===== config.mk =====
export PLATFORM = sky130hd
export DESIGN_NAME = apb_requester_flat
export DESIGN_NICKNAME = d
export VERILOG_FILES = /design/src/rtl/apb_pkg.sv /design/src/rtl/apb_requester_if.sv /design/src/rtl/apb_decoder.sv /design/src/rtl/apb_requester.sv /design/src/flat_wrapper.sv
export SDC_FILE = /design/constraint.sdc
export NUM_CORES = 1
export LEC_CHECK = 0
export ABC_AREA = 1
export BUFFER_PORTS_ARGS = -buffer_cell sky130_fd_sc_hd__buf_2
export CORE_UTILIZATION = 30
export DETAILED_ROUTE_END_ITERATION = 12
export GPL_TIMING_DRIVEN = 0
export PLACE_DENSITY_LB_ADDON = 0.1
export SYNTH_ARGS = -nofsm -noshare
export SYNTH_HDL_FRONTEND = slang
export SYNTH_SLANG_ARGS = --single-unit

===== constraint.sdc =====
create_clock -name PCLK -period 1.6 [get_ports PCLK]
set_input_delay 0.24 -clock PCLK [delete_from_list [all_inputs] [get_ports PCLK]]
set_output_delay 0.24 -clock PCLK [all_outputs]
set_load 0.03 [all_outputs]

===== src/rtl/apb_pkg.sv =====
// Shared widths, slave count and FSM state encoding for the APB requester.
// Build option: define APB_REQ_TIMEOUT_EN to bound ACCESS-phase wait states.
package apb_pkg;

    localparam int ADDR_WIDTH = 32;
    localparam int DATA_WIDTH = 32;
    localparam int NUM_SLAVE  = 4;

    // One bit wider than $clog2(NUM_SLAVE) so an index of NUM_SLAVE is
    // representable and can be decoded as a miss.
    localparam int SLV_IDX_W = $clog2(NUM_SLAVE + 1);

    typedef enum logic [1:0] {
        IDLE   = 2'd0,
        SETUP  = 2'd1,
        ACCESS = 2'd2
    } apb_state_e;

endpackage


===== src/rtl/apb_requester_if.sv =====
// Front-end request/response port plus APB requester-side bus, bundled.
// master = the requester's view, slave = the environment driving it.
interface apb_requester_if;
    import apb_pkg::*;

    logic                     transfer;
    logic                     write;
    logic [31:0]              addr;
    logic [DATA_WIDTH-1:0]    wdata;
    logic [DATA_WIDTH-1:0]    rdata;
    logic                     ready;
    logic                     err;

    logic [ADDR_WIDTH-1:0]    PADDR;
    logic [NUM_SLAVE-1:0]     PSEL;
    logic                     PENABLE;
    logic                     PWRITE;
    logic [DATA_WIDTH-1:0]    PWDATA;
    logic                     PREADY;
    logic [DATA_WIDTH-1:0]    PRDATA;

    modport master (
        input  transfer, write, addr, wdata, PREADY, PRDATA,
        output rdata, ready, err, PADDR, PSEL, PENABLE, PWRITE, PWDATA
    );

    modport slave (
        output transfer, write, addr, wdata, PREADY, PRDATA,
        input  rdata, ready, err, PADDR, PSEL, PENABLE, PWRITE, PWDATA
    );

endinterface


===== src/rtl/apb_decoder.sv =====
// Combinational slave-index decode: one-hot PSEL pattern and a miss flag for
// indices at or beyond NUM_SLAVE.
module apb_decoder
    import apb_pkg::*;
#(
    parameter int SLV_SHIFT = 12
) (
    input  logic [31:0]          addr,
    output logic [NUM_SLAVE-1:0] psel,
    output logic                 miss
);

    logic [SLV_IDX_W-1:0] idx;

    // NOTE: every output gets a default before the loop, so no latch is inferred.
    always_comb begin
        idx  = addr[SLV_SHIFT +: SLV_IDX_W];
        psel = '0;
        for (int i = 0; i < NUM_SLAVE; i++) begin
            psel[i] = (int'(idx) == i);
        end
        miss = ~|psel;
    end

endmodule


===== src/rtl/apb_requester.sv =====
// Single-outstanding APB requester: IDLE -> SETUP -> ACCESS -> IDLE, all
// outputs registered. Optional ACCESS timeout under APB_REQ_TIMEOUT_EN.
module apb_requester
    import apb_pkg::*;
#(
    parameter int TIMEOUT_CYCLES = 16,
    parameter int SLV_SHIFT      = 12
) (
    input  logic            PCLK,
    input  logic            PRESET,
    apb_requester_if.master bus
);

    localparam logic [1:0] S_IDLE   = IDLE;
    localparam logic [1:0] S_SETUP  = SETUP;
    localparam logic [1:0] S_ACCESS = ACCESS;

    if (TIMEOUT_CYCLES < 1 || SLV_SHIFT < 0 || SLV_SHIFT + SLV_IDX_W > 32) begin : g_bad_cfg
        $error("apb_requester: TIMEOUT_CYCLES or SLV_SHIFT out of range");
    end

    logic [1:0]            state;
    logic [NUM_SLAVE-1:0]  psel_q;
    logic                  penable_q;
    logic                  pwrite_q;
    logic [ADDR_WIDTH-1:0] paddr_q;
    logic [DATA_WIDTH-1:0] pwdata_q;
    logic [DATA_WIDTH-1:0] rdata_q;
    logic                  ready_q;
    logic                  err_q;
    logic                  miss_q;

    logic [NUM_SLAVE-1:0]  dec_psel;
    logic                  dec_miss;

    // Decode the live request address so PSEL is already valid in SETUP.
    apb_decoder #(.SLV_SHIFT(SLV_SHIFT)) u_decoder (
        .addr (bus.addr),
        .psel (dec_psel),
        .miss (dec_miss)
    );

`ifdef APB_REQ_TIMEOUT_EN
    localparam int CNT_W = $clog2(TIMEOUT_CYCLES + 1);
    logic [CNT_W-1:0] to_cnt;
`endif

    // NOTE: state registers use non-blocking assignments; reset is synchronous and high.
    always_ff @(posedge PCLK) begin
        if (PRESET) begin
            state     <= S_IDLE;
            psel_q    <= '0;
            penable_q <= 1'b0;
            pwrite_q  <= 1'b0;
            paddr_q   <= '0;
            pwdata_q  <= '0;
            rdata_q   <= '0;
            ready_q   <= 1'b0;
            err_q     <= 1'b0;
            miss_q    <= 1'b0;
`ifdef APB_REQ_TIMEOUT_EN
            to_cnt    <= '0;
`endif
        end else begin
            ready_q <= 1'b0;
            err_q   <= 1'b0;

            case (state)
                S_IDLE: begin
                    if (bus.transfer) begin
                        state    <= S_SETUP;
                        psel_q   <= dec_psel;
                        miss_q   <= dec_miss;
                        paddr_q  <= bus.addr[ADDR_WIDTH-1:0];
                        pwrite_q <= bus.write;
                        pwdata_q <= bus.wdata;
                    end
                end

                S_SETUP: begin
                    if (miss_q) begin
                        // No slave owns this index: complete with error, no bus cycle.
                        state   <= S_IDLE;
                        ready_q <= 1'b1;
                        err_q   <= 1'b1;
                        rdata_q <= '0;
                    end else begin
                        state     <= S_ACCESS;
                        penable_q <= 1'b1;
`ifdef APB_REQ_TIMEOUT_EN
                        to_cnt    <= '0;
`endif
                    end
                end

                S_ACCESS: begin
                    if (bus.PREADY) begin
                        state     <= S_IDLE;
                        psel_q    <= '0;
                        penable_q <= 1'b0;
                        ready_q   <= 1'b1;
                        rdata_q   <= pwrite_q ? '0 : bus.PRDATA;
`ifdef APB_REQ_TIMEOUT_EN
                    end else if (to_cnt == CNT_W'(TIMEOUT_CYCLES - 1)) begin
                        // This was the last permitted ACCESS cycle: abort with error.
                        state     <= S_IDLE;
                        psel_q    <= '0;
                        penable_q <= 1'b0;
                        ready_q   <= 1'b1;
                        err_q     <= 1'b1;
                        rdata_q   <= '0;
                    end else begin
                        to_cnt    <= to_cnt + CNT_W'(1);
`endif
                    end
                end

                default: begin
                    state     <= S_IDLE;
                    psel_q    <= '0;
                    penable_q <= 1'b0;
                end
            endcase
        end
    end

    assign bus.PSEL    = psel_q;
    assign bus.PENABLE = penable_q;
    assign bus.PWRITE  = pwrite_q;
    assign bus.PADDR   = paddr_q;
    assign bus.PWDATA  = pwdata_q;
    assign bus.rdata   = rdata_q;
    assign bus.ready   = ready_q;
    assign bus.err     = err_q;

endmodule

===== src/flat_wrapper.sv =====
// flat-port wrapper written by rule: the top's interface ports become plain ports
module apb_requester_flat import apb_pkg::*;
#(
    parameter int TIMEOUT_CYCLES = 16,
    parameter int SLV_SHIFT      = 12
)
  (PCLK, PRESET, bus_transfer, bus_write, bus_addr, bus_wdata, bus_PREADY, bus_PRDATA, bus_rdata, bus_ready, bus_err, bus_PADDR, bus_PSEL, bus_PENABLE, bus_PWRITE, bus_PWDATA);
  apb_requester_if bus_i ();
  input  logic PCLK;
  input  logic PRESET;
  input wire logic [$bits(bus_i.transfer)-1:0] bus_transfer;
  input wire logic [$bits(bus_i.write)-1:0] bus_write;
  input wire logic [$bits(bus_i.addr)-1:0] bus_addr;
  input wire logic [$bits(bus_i.wdata)-1:0] bus_wdata;
  input wire logic [$bits(bus_i.PREADY)-1:0] bus_PREADY;
  input wire logic [$bits(bus_i.PRDATA)-1:0] bus_PRDATA;
  output wire logic [$bits(bus_i.rdata)-1:0] bus_rdata;
  output wire logic [$bits(bus_i.ready)-1:0] bus_ready;
  output wire logic [$bits(bus_i.err)-1:0] bus_err;
  output wire logic [$bits(bus_i.PADDR)-1:0] bus_PADDR;
  output wire logic [$bits(bus_i.PSEL)-1:0] bus_PSEL;
  output wire logic [$bits(bus_i.PENABLE)-1:0] bus_PENABLE;
  output wire logic [$bits(bus_i.PWRITE)-1:0] bus_PWRITE;
  output wire logic [$bits(bus_i.PWDATA)-1:0] bus_PWDATA;
  assign bus_i.transfer = bus_transfer;
  assign bus_i.write = bus_write;
  assign bus_i.addr = bus_addr;
  assign bus_i.wdata = bus_wdata;
  assign bus_i.PREADY = bus_PREADY;
  assign bus_i.PRDATA = bus_PRDATA;
  assign bus_rdata = bus_i.rdata;
  assign bus_ready = bus_i.ready;
  assign bus_err = bus_i.err;
  assign bus_PADDR = bus_i.PADDR;
  assign bus_PSEL = bus_i.PSEL;
  assign bus_PENABLE = bus_i.PENABLE;
  assign bus_PWRITE = bus_i.PWRITE;
  assign bus_PWDATA = bus_i.PWDATA;
  apb_requester #(.TIMEOUT_CYCLES(TIMEOUT_CYCLES), .SLV_SHIFT(SLV_SHIFT)) u_core (.PCLK(PCLK), .PRESET(PRESET), .bus(bus_i));
endmodule

==> impl_metrics.ini, run 1 <==
[detailed_routing]
routed_via_density = 4.48
post-route-drc-count = 0
routed_wirelength_um = 12300
drt_first_iter_violations = 195
postRouteAntennaNets = 0
route.vias.total = 4404
wl_per_cell_um = 12.5
initial_drt_pass_iterations = 6

[grt]
wire_length_of_the_first_global_routing_pass_um = 19200
pin_count_of_the_biggest_net_entering_global_routing = 20
global_route.overflow_total = 0
grt.total_usage_pct = 16.5
antenna_found_initial = 1
grt_pass1_vias = 3975

[min_path]
number_of_cells_on_the_worst_hold_path = 3
min_from = bus_addr[2]
min-delay-path-class = input pin to flop
worst_hold_path_endpoint = u_core.bus.PADDR[2]$_SDFFE_PP0P_

[critical_path]
timing.reg2reg.setup_slack_ns = 0.11
crit_fanout = 10
cp_data_required_time_ns = 1.85
critical_path.max_stage_delay_ns = 0.33
data_arrival_time_of_the_worst_path_ns = 1.74
timing.rr.end = u_core.bus.PWDATA[12]$_SDFFE_PP0P_
cp_top_family = buffers and inverters
reg2reg_from = u_core.state[1]$_SDFFE_PP0P_
critPathLaunchType = flop
cp_cell_sequence = inv_1 -> ha_1 -> nand2_2 -> buf_6 -> buf_4 -> o21ai_1 -> nor2_1
critical_path_buf_inv_count = 3
setup.worst_path.end_class = flop
critical_path_class = flop to flop
timing.critical_path.slowest_stage_cell = sky130_fd_sc_hd__dfxtp_1
reg2reg_depth = 7

[clock_tree]
cts_post_setup_buffers_inserted = 0
insertion_delay_ns = 0.35
cts_max_path_buffers = 2
cts_root_buffer = sky130_fd_sc_hd__clkbuf_16
clock_tree.htree_level_count = 3
postCtsResizedCells = 1
cts_hold_buffers = 0
cts_tree = built
clock-sinks = 107
clkSlewWorstSetupHoldPaths_ns = 0.08
tritoncts.num_buffers = 9

[run_status]
status = complete, no violations

[power_and_ir_drop]
pwr-share-seq_pct = 35.3
power.internal_uw = 5900
comb_power_share_pct = 43.7
cellLeakagePower_uw = 0.00294
ir_drop_mv = 0.776
power_frac_clock_pct = 21.0
switching_share_pct = 42.9
power_per_cell_area_mw_per_mm2 = 1740
net-switching-power_uw = 4430

[synthesis]
synth-warning-count = 0
synthCells = 581
synthesis.area_mm2 = 0.00438
synth-seq-area-share_pct = 48.9
synth.ff_latch_count = 107
synthesis.nets = 688
syn_area_per_cell_um2 = 7.54
synth_cell_type_count = 20

[placed_design]
place.gp.congestion = 0.801
detailedPlacementHpwl_um = 9240
dp.cells = 965
portBuffers = 204

[sta]
slew_viol_final = 0
skew_final_ns = 0.00634
setup_total_negative_slack_ns = 0
timing.max_slew.rel_slack_pct = 72.1
fmax_ghz = 0.673
final_hold_fails = 0
transition_at_the_pin_with_the_smallest_max_transition_slack_ns = 0.419
timing.final.crit_period_ns = 1.49
rsz0062_at_grt = true
ratio_of_final_minimum_period_to_clock_period_pct = 92.8
setup_violations = 0

[cells_and_area]
final_cells = 982
syn2layout_area_growth_pct = 35.3
layout-drive-gt1-share_pct = 33.7
fin_nets = 903

[floorplan]
initial_core_util_pct = 31.2
die_area_mm2 = 0.0151
die_w_um = 123
num_rows = 43
floorplan.core_area_mm2 = 0.0140
floorplan.io_pins = 205
die_height_um = 123

[job]
drv_cap = 0
[per-layer routing]
layer	wire length [um]	global-route usage (%)	vias up
li1	-	-	2305
met1	5490	20.2	1948
met2	5560	26.1	144
met3	1120	7.39	7
met4	111	4.12	0
met5	0	0	-
[registers in the layout, summed over array words and instances (netlist names)]
register            count
u_core.miss_q           1
u_core.bus.PWRITE       1
u_core.bus.err          1
u_core.state            2
u_core.bus.ready        1
u_core.bus.PADDR       32
u_core.bus.rdata       32
u_core.bus.PENABLE      1
u_core.bus.PSEL         4
u_core.bus.PWDATA      32
[per-stage QoR]
stage | instance area (um2) | hold WS, ns | setup slack [ns] | utilization [%] | power, uW
after floorplan | 4380 | 0.309 | 0.282 | - | 6980
after global routing | 5930 | 0.107 | -0.0287 | 42.2 | 11100
after detailed placement | 5630 | 0.464 | 0.0297 | 40.1 | 8240
after CTS | 5920 | 0.0961 | 0.0436 | 42.1 | 10500
after global placement | 5630 | 0.453 | 0.0937 | 40.1 | 8180
final | 5930 | 0.113 | 0.115 | 42.2 | 10300
[layout by cell type, fill, tap and decap left out]
master                       instances
sky130_fd_sc_hd__a21oi_1            40
sky130_fd_sc_hd__buf_1               1
sky130_fd_sc_hd__buf_2             217
sky130_fd_sc_hd__buf_4              10
sky130_fd_sc_hd__buf_6              16
sky130_fd_sc_hd__clkbuf_1            2
sky130_fd_sc_hd__clkbuf_16           9
sky130_fd_sc_hd__clkbuf_2            1
sky130_fd_sc_hd__clkbuf_8            1
sky130_fd_sc_hd__clkinv_4            2
sky130_fd_sc_hd__clkinvlp_4          2
sky130_fd_sc_hd__dfxtp_1           106
sky130_fd_sc_hd__dfxtp_2             1
sky130_fd_sc_hd__diode_2             1
sky130_fd_sc_hd__ha_1                6
sky130_fd_sc_hd__inv_1              15
sky130_fd_sc_hd__inv_2               3
sky130_fd_sc_hd__inv_4               1
sky130_fd_sc_hd__inv_6               2
sky130_fd_sc_hd__inv_8               1
sky130_fd_sc_hd__nand2_1            60
sky130_fd_sc_hd__nand2_2             1
sky130_fd_sc_hd__nand2_4             1
sky130_fd_sc_hd__nand3_1            67
sky130_fd_sc_hd__nand3_2             1
sky130_fd_sc_hd__nor2_1            169
sky130_fd_sc_hd__nor2_2              1
sky130_fd_sc_hd__nor3_1              1
sky130_fd_sc_hd__o21ai_0            40
sky130_fd_sc_hd__o21ai_1            24
[cell usage after synthesis (all sizes together)]
library cell | instances | share of area [%]
o21ai | 64 | 7.3
nand3 | 68 | 7.9
clkbuf | 4 | 0.57
buf | 40 | 7.3
ha | 6 | 1.7
dfxtp | 107 | 49
inv | 19 | 1.6
nor3 | 1 | 0.11
nor2 | 170 | 15
nand2 | 62 | 5.4
a21oi | 40 | 4.6
[worst reg2reg max path, delay by kind of cell, from the launching register on]
kind,cells,cell delay (ns)
fa+ha+maj,1,0.27
buf+inv,3,0.48
flops,1,0.33
simple gates,2,0.16
compound gates,1,0.14
[area by class of cell]
class / count / area [um2]
clock inverter: 7 / 61.3
multi-input combinational: 411 / 1830
buffer: 44 / 350
fill: 1494 / 8110
inverter: 19 / 73.8
antenna: 1 / 2.50
tap: 180 / 225
sequential: 107 / 2140
clock buffer: 9 / 225
timing repair buffer: 204 / 1020
[power by group through the flow]
stage	Clock [uW]	Sequential, uW	Combinational [uW]
detailed placement	0	3710	4540
finish	2170	3650	4510
floorplan	0	4930	2040
global placement	0	3680	4510
CTS	2280	3650	4550
global route	2370	3740	5000
[how the worst max path moves through the flow]
stage	start	end	slack (ns)	depth (start not counted)
floorplan	u_core.state[0]$_SDFFE_PP0P_	u_core.bus.rdata[10]$_SDFFE_PP0P_	0.28	9
global placement	u_core.state[0]$_SDFFE_PP0P_	u_core.bus.PADDR[14]$_SDFFE_PP0P_	0.09	6
detailed placement	u_core.state[0]$_SDFFE_PP0P_	u_core.bus.PADDR[25]$_SDFFE_PP0P_	0.03	6
CTS	u_core.state[0]$_SDFFE_PP0P_	u_core.bus.rdata[18]$_SDFFE_PP0P_	0.04	9
global route	u_core.state[1]$_SDFFE_PP0P_	u_core.bus.PWDATA[21]$_SDFFE_PP0P_	-0.03	7
finish	u_core.state[1]$_SDFFE_PP0P_	u_core.bus.PWDATA[12]$_SDFFE_PP0P_	0.11	7
[cells by family (layout without fill, tap and decap cells)]
family / Yosys count / after routing / synth area share, %
and+or+nand+nor: 301 / 301 / 28.0
DFF: 107 / 107 / 48.9
AOI/OAI and AO/OA: 104 / 104 / 11.9
buffers and inverters: 63 / 283 / 9.51
adders and majority gates: 6 / 6 / 1.71
other: 0 / 1 / 0
Note: power is estimated with default switching activity, not from simulation.
==> run 2, diff against run 1 <==
Settings changed: BUFFER_PORTS_ARGS -buffer_cell sky130_fd_sc_hd__buf_2 to -buffer_cell sky130_fd_sc_hd__clkbuf_2, MAX_ROUTING_LAYER set to met4, SKIP_LAST_GASP set to 1.
==> impl_metrics.ini, run 2 (synthesis results as in run 1) <==
[sta]
timing.max_slew.rel_slack_pct = 72.5
timing.final.crit_period_ns = 1.48
setup_total_negative_slack_ns = 0
rsz0062_at_grt = false
transition_at_the_pin_with_the_smallest_max_transition_slack_ns = 0.413
skew_final_ns = 0.00357
worst_hold_margin_ns = 0.122
fmax_ghz = 0.678
final_hold_fails = 0
ratio_of_final_minimum_period_to_clock_period_pct = 92.2
setup_violations = 0
slew_viol_final = 0

[placed_design]
place.gp.congestion = 0.808
dp.cells = 965
detailedPlacementHpwl_um = 9430
portBuffers = 204

[power_and_ir_drop]
power_per_cell_area_mw_per_mm2 = 1780
cellLeakagePower_uw = 0.00292
ir_drop_mv = 0.821

[run_status]
status = complete, no violations

[cells_and_area]
layout_common_cells = 205 x sky130_fd_sc_hd__clkbuf_2, 169 x sky130_fd_sc_hd__nor2_1, 107 x sky130_fd_sc_hd__dfxtp_1
fin_nets = 903
final_util_pct = 42.5
layout-drive-gt1-share_pct = 33.8
final_cells = 981
antenna-diode-count = 0
mostFrequentLayoutCell = sky130_fd_sc_hd__clkbuf_2
syn2layout_area_growth_pct = 36.2

[detailed_routing]
route.vias.total = 4400
wl_per_cell_um = 12.9
routed_wirelength_um = 12700
drt_first_iter_violations = 167
postRouteAntennaNets = 0
routed_via_density = 4.49
initial_drt_pass_iterations = 4
post-route-drc-count = 0

[clock_tree]
cts_hold_buffers = 0
insertion_delay_ns = 0.35
cts_post_setup_buffers_inserted = 0
cts_max_path_buffers = 2
clock_tree.htree_level_count = 3
tritoncts.num_buffers = 9
clkSlewWorstSetupHoldPaths_ns = 0.07
cts_tree = built
clock-sinks = 107
cts_root_buffer = sky130_fd_sc_hd__clkbuf_16

[grt]
antenna_found_initial = 0
grt.total_usage_pct = 17.6
grt_pass1_vias = 4100
wire_length_of_the_first_global_routing_pass_um = 19900
pin_count_of_the_biggest_net_entering_global_routing = 18
global_route.overflow_total = 0

[floorplan]
floorplan.io_pins = 205
die_height_um = 123
floorplan.core_area_mm2 = 0.0140
die_area_mm2 = 0.0151
num_rows = 43
die_w_um = 123
initial_core_util_pct = 31.2

[critical_path]
crit_fanout = 10
cp_cell_sequence = inv_1 -> ha_1 -> inv_2 -> nand2_1 -> nand2_4 -> buf_6 -> nand3_1 -> nand2_1 -> nor2_1
setup.worst_path.end_class = flop
timing.critical_path.slowest_stage_cell = sky130_fd_sc_hd__dfxtp_1
cp_data_required_time_ns = 1.85
critical_path.max_stage_delay_ns = 0.36
critical_path_depth = 9
critical_path_buf_inv_count = 3
reg2reg_depth = 9
crit_top_cell = sky130_fd_sc_hd__nand2_1
critPathLaunchType = flop
data_arrival_time_of_the_worst_path_ns = 1.72
critical_path_class = flop to flop
cp_top_family = simple AND/OR/NAND/NOR gates

[min_path]
min-delay-path-class = input pin to flop
number_of_cells_on_the_worst_hold_path = 3

[job]
drv_cap = 0
## run 2: cell count changes in the layout (fill, tap and decap cells not counted), moves of 2 or more
cell                        previous run  this run
sky130_fd_sc_hd__buf_6                16        18
sky130_fd_sc_hd__buf_4                10         8
sky130_fd_sc_hd__bufinv_16             0         2
sky130_fd_sc_hd__buf_2               217        12
sky130_fd_sc_hd__clkinv_4              2         0
sky130_fd_sc_hd__clkinv_2              0         3
sky130_fd_sc_hd__clkbuf_2              1       205
## run 2: final cells by class
cell class	instances	area [um2]
fillers	1488	8070
flip-flops and latches	107	2140
multi-input cells	411	1830
plain buffers	44	360
clock buffers	9	225
repair buffers	204	1020
well taps	180	225
clock inverters	7	91.3
inverters	19	73.8
## run 2: per-stage QoR
| stage | instance area [um2] | total power [uW] | worst slack (ns) |
|---|---|---|---|
| floorplan | 4380 | 6980 | 0.282 |
| global placement | 5630 | 8190 | 0.0936 |
| detailed placement | 5630 | 8270 | 0.0478 |
| CTS | 5950 | 10700 | 0.00480 |
| global route | 5970 | 11400 | 0.00135 |
| finish | 5970 | 10600 | 0.124 |
## run 2: worst min-delay path, delay by kind of cell
family / cells / cell delay [ns]
compound gates: 1 / 0.06
buf+inv: 1 / 0.08
simple gates: 1 / 0.07
## run 2: timing repair
action | 4_1_cts | 5_1_grt
gates resized for setup | 0 | 10
hold endpoints to repair | 0 | 0
setup endpoints to repair | 0 | 72
## run 2: path summary, 6_finish.rpt
| path | start | endpoint | slack [ns] |
|---|---|---|---|
| min | bus_addr[4] | u_core.bus.PADDR[4]$_SDFFE_PP0P_ | 0.12 |
| max | u_core.state[1]$_SDFFE_PP0P_ | u_core.bus.rdata[17]$_SDFFE_PP0P_ | 0.12 |
| min reg2reg | u_core.bus.PADDR[11]$_SDFFE_PP0P_ | u_core.bus.PADDR[11]$_SDFFE_PP0P_ | 0.48 |
| max reg2reg | u_core.state[1]$_SDFFE_PP0P_ | u_core.bus.rdata[17]$_SDFFE_PP0P_ | 0.12 |
## run 2: power by group
group	total (uW)	internal [uW]	leakage [uW]	switching (uW)
Combinational	4550	1490	0.00189	3050
Sequential	3680	3320	0.000882	355
Clock	2390	1370	0.000156	1020
## run 2: metal layers
layer | vias up | global-route usage, % | wire (um)
met5 | - | - | 0
met4 | 0 | 3.66 | 99
met3 | 7 | 6.64 | 1010
met2 | 142 | 27.5 | 5880
met1 | 1949 | 21.4 | 5680
li1 | 2302 | - | -
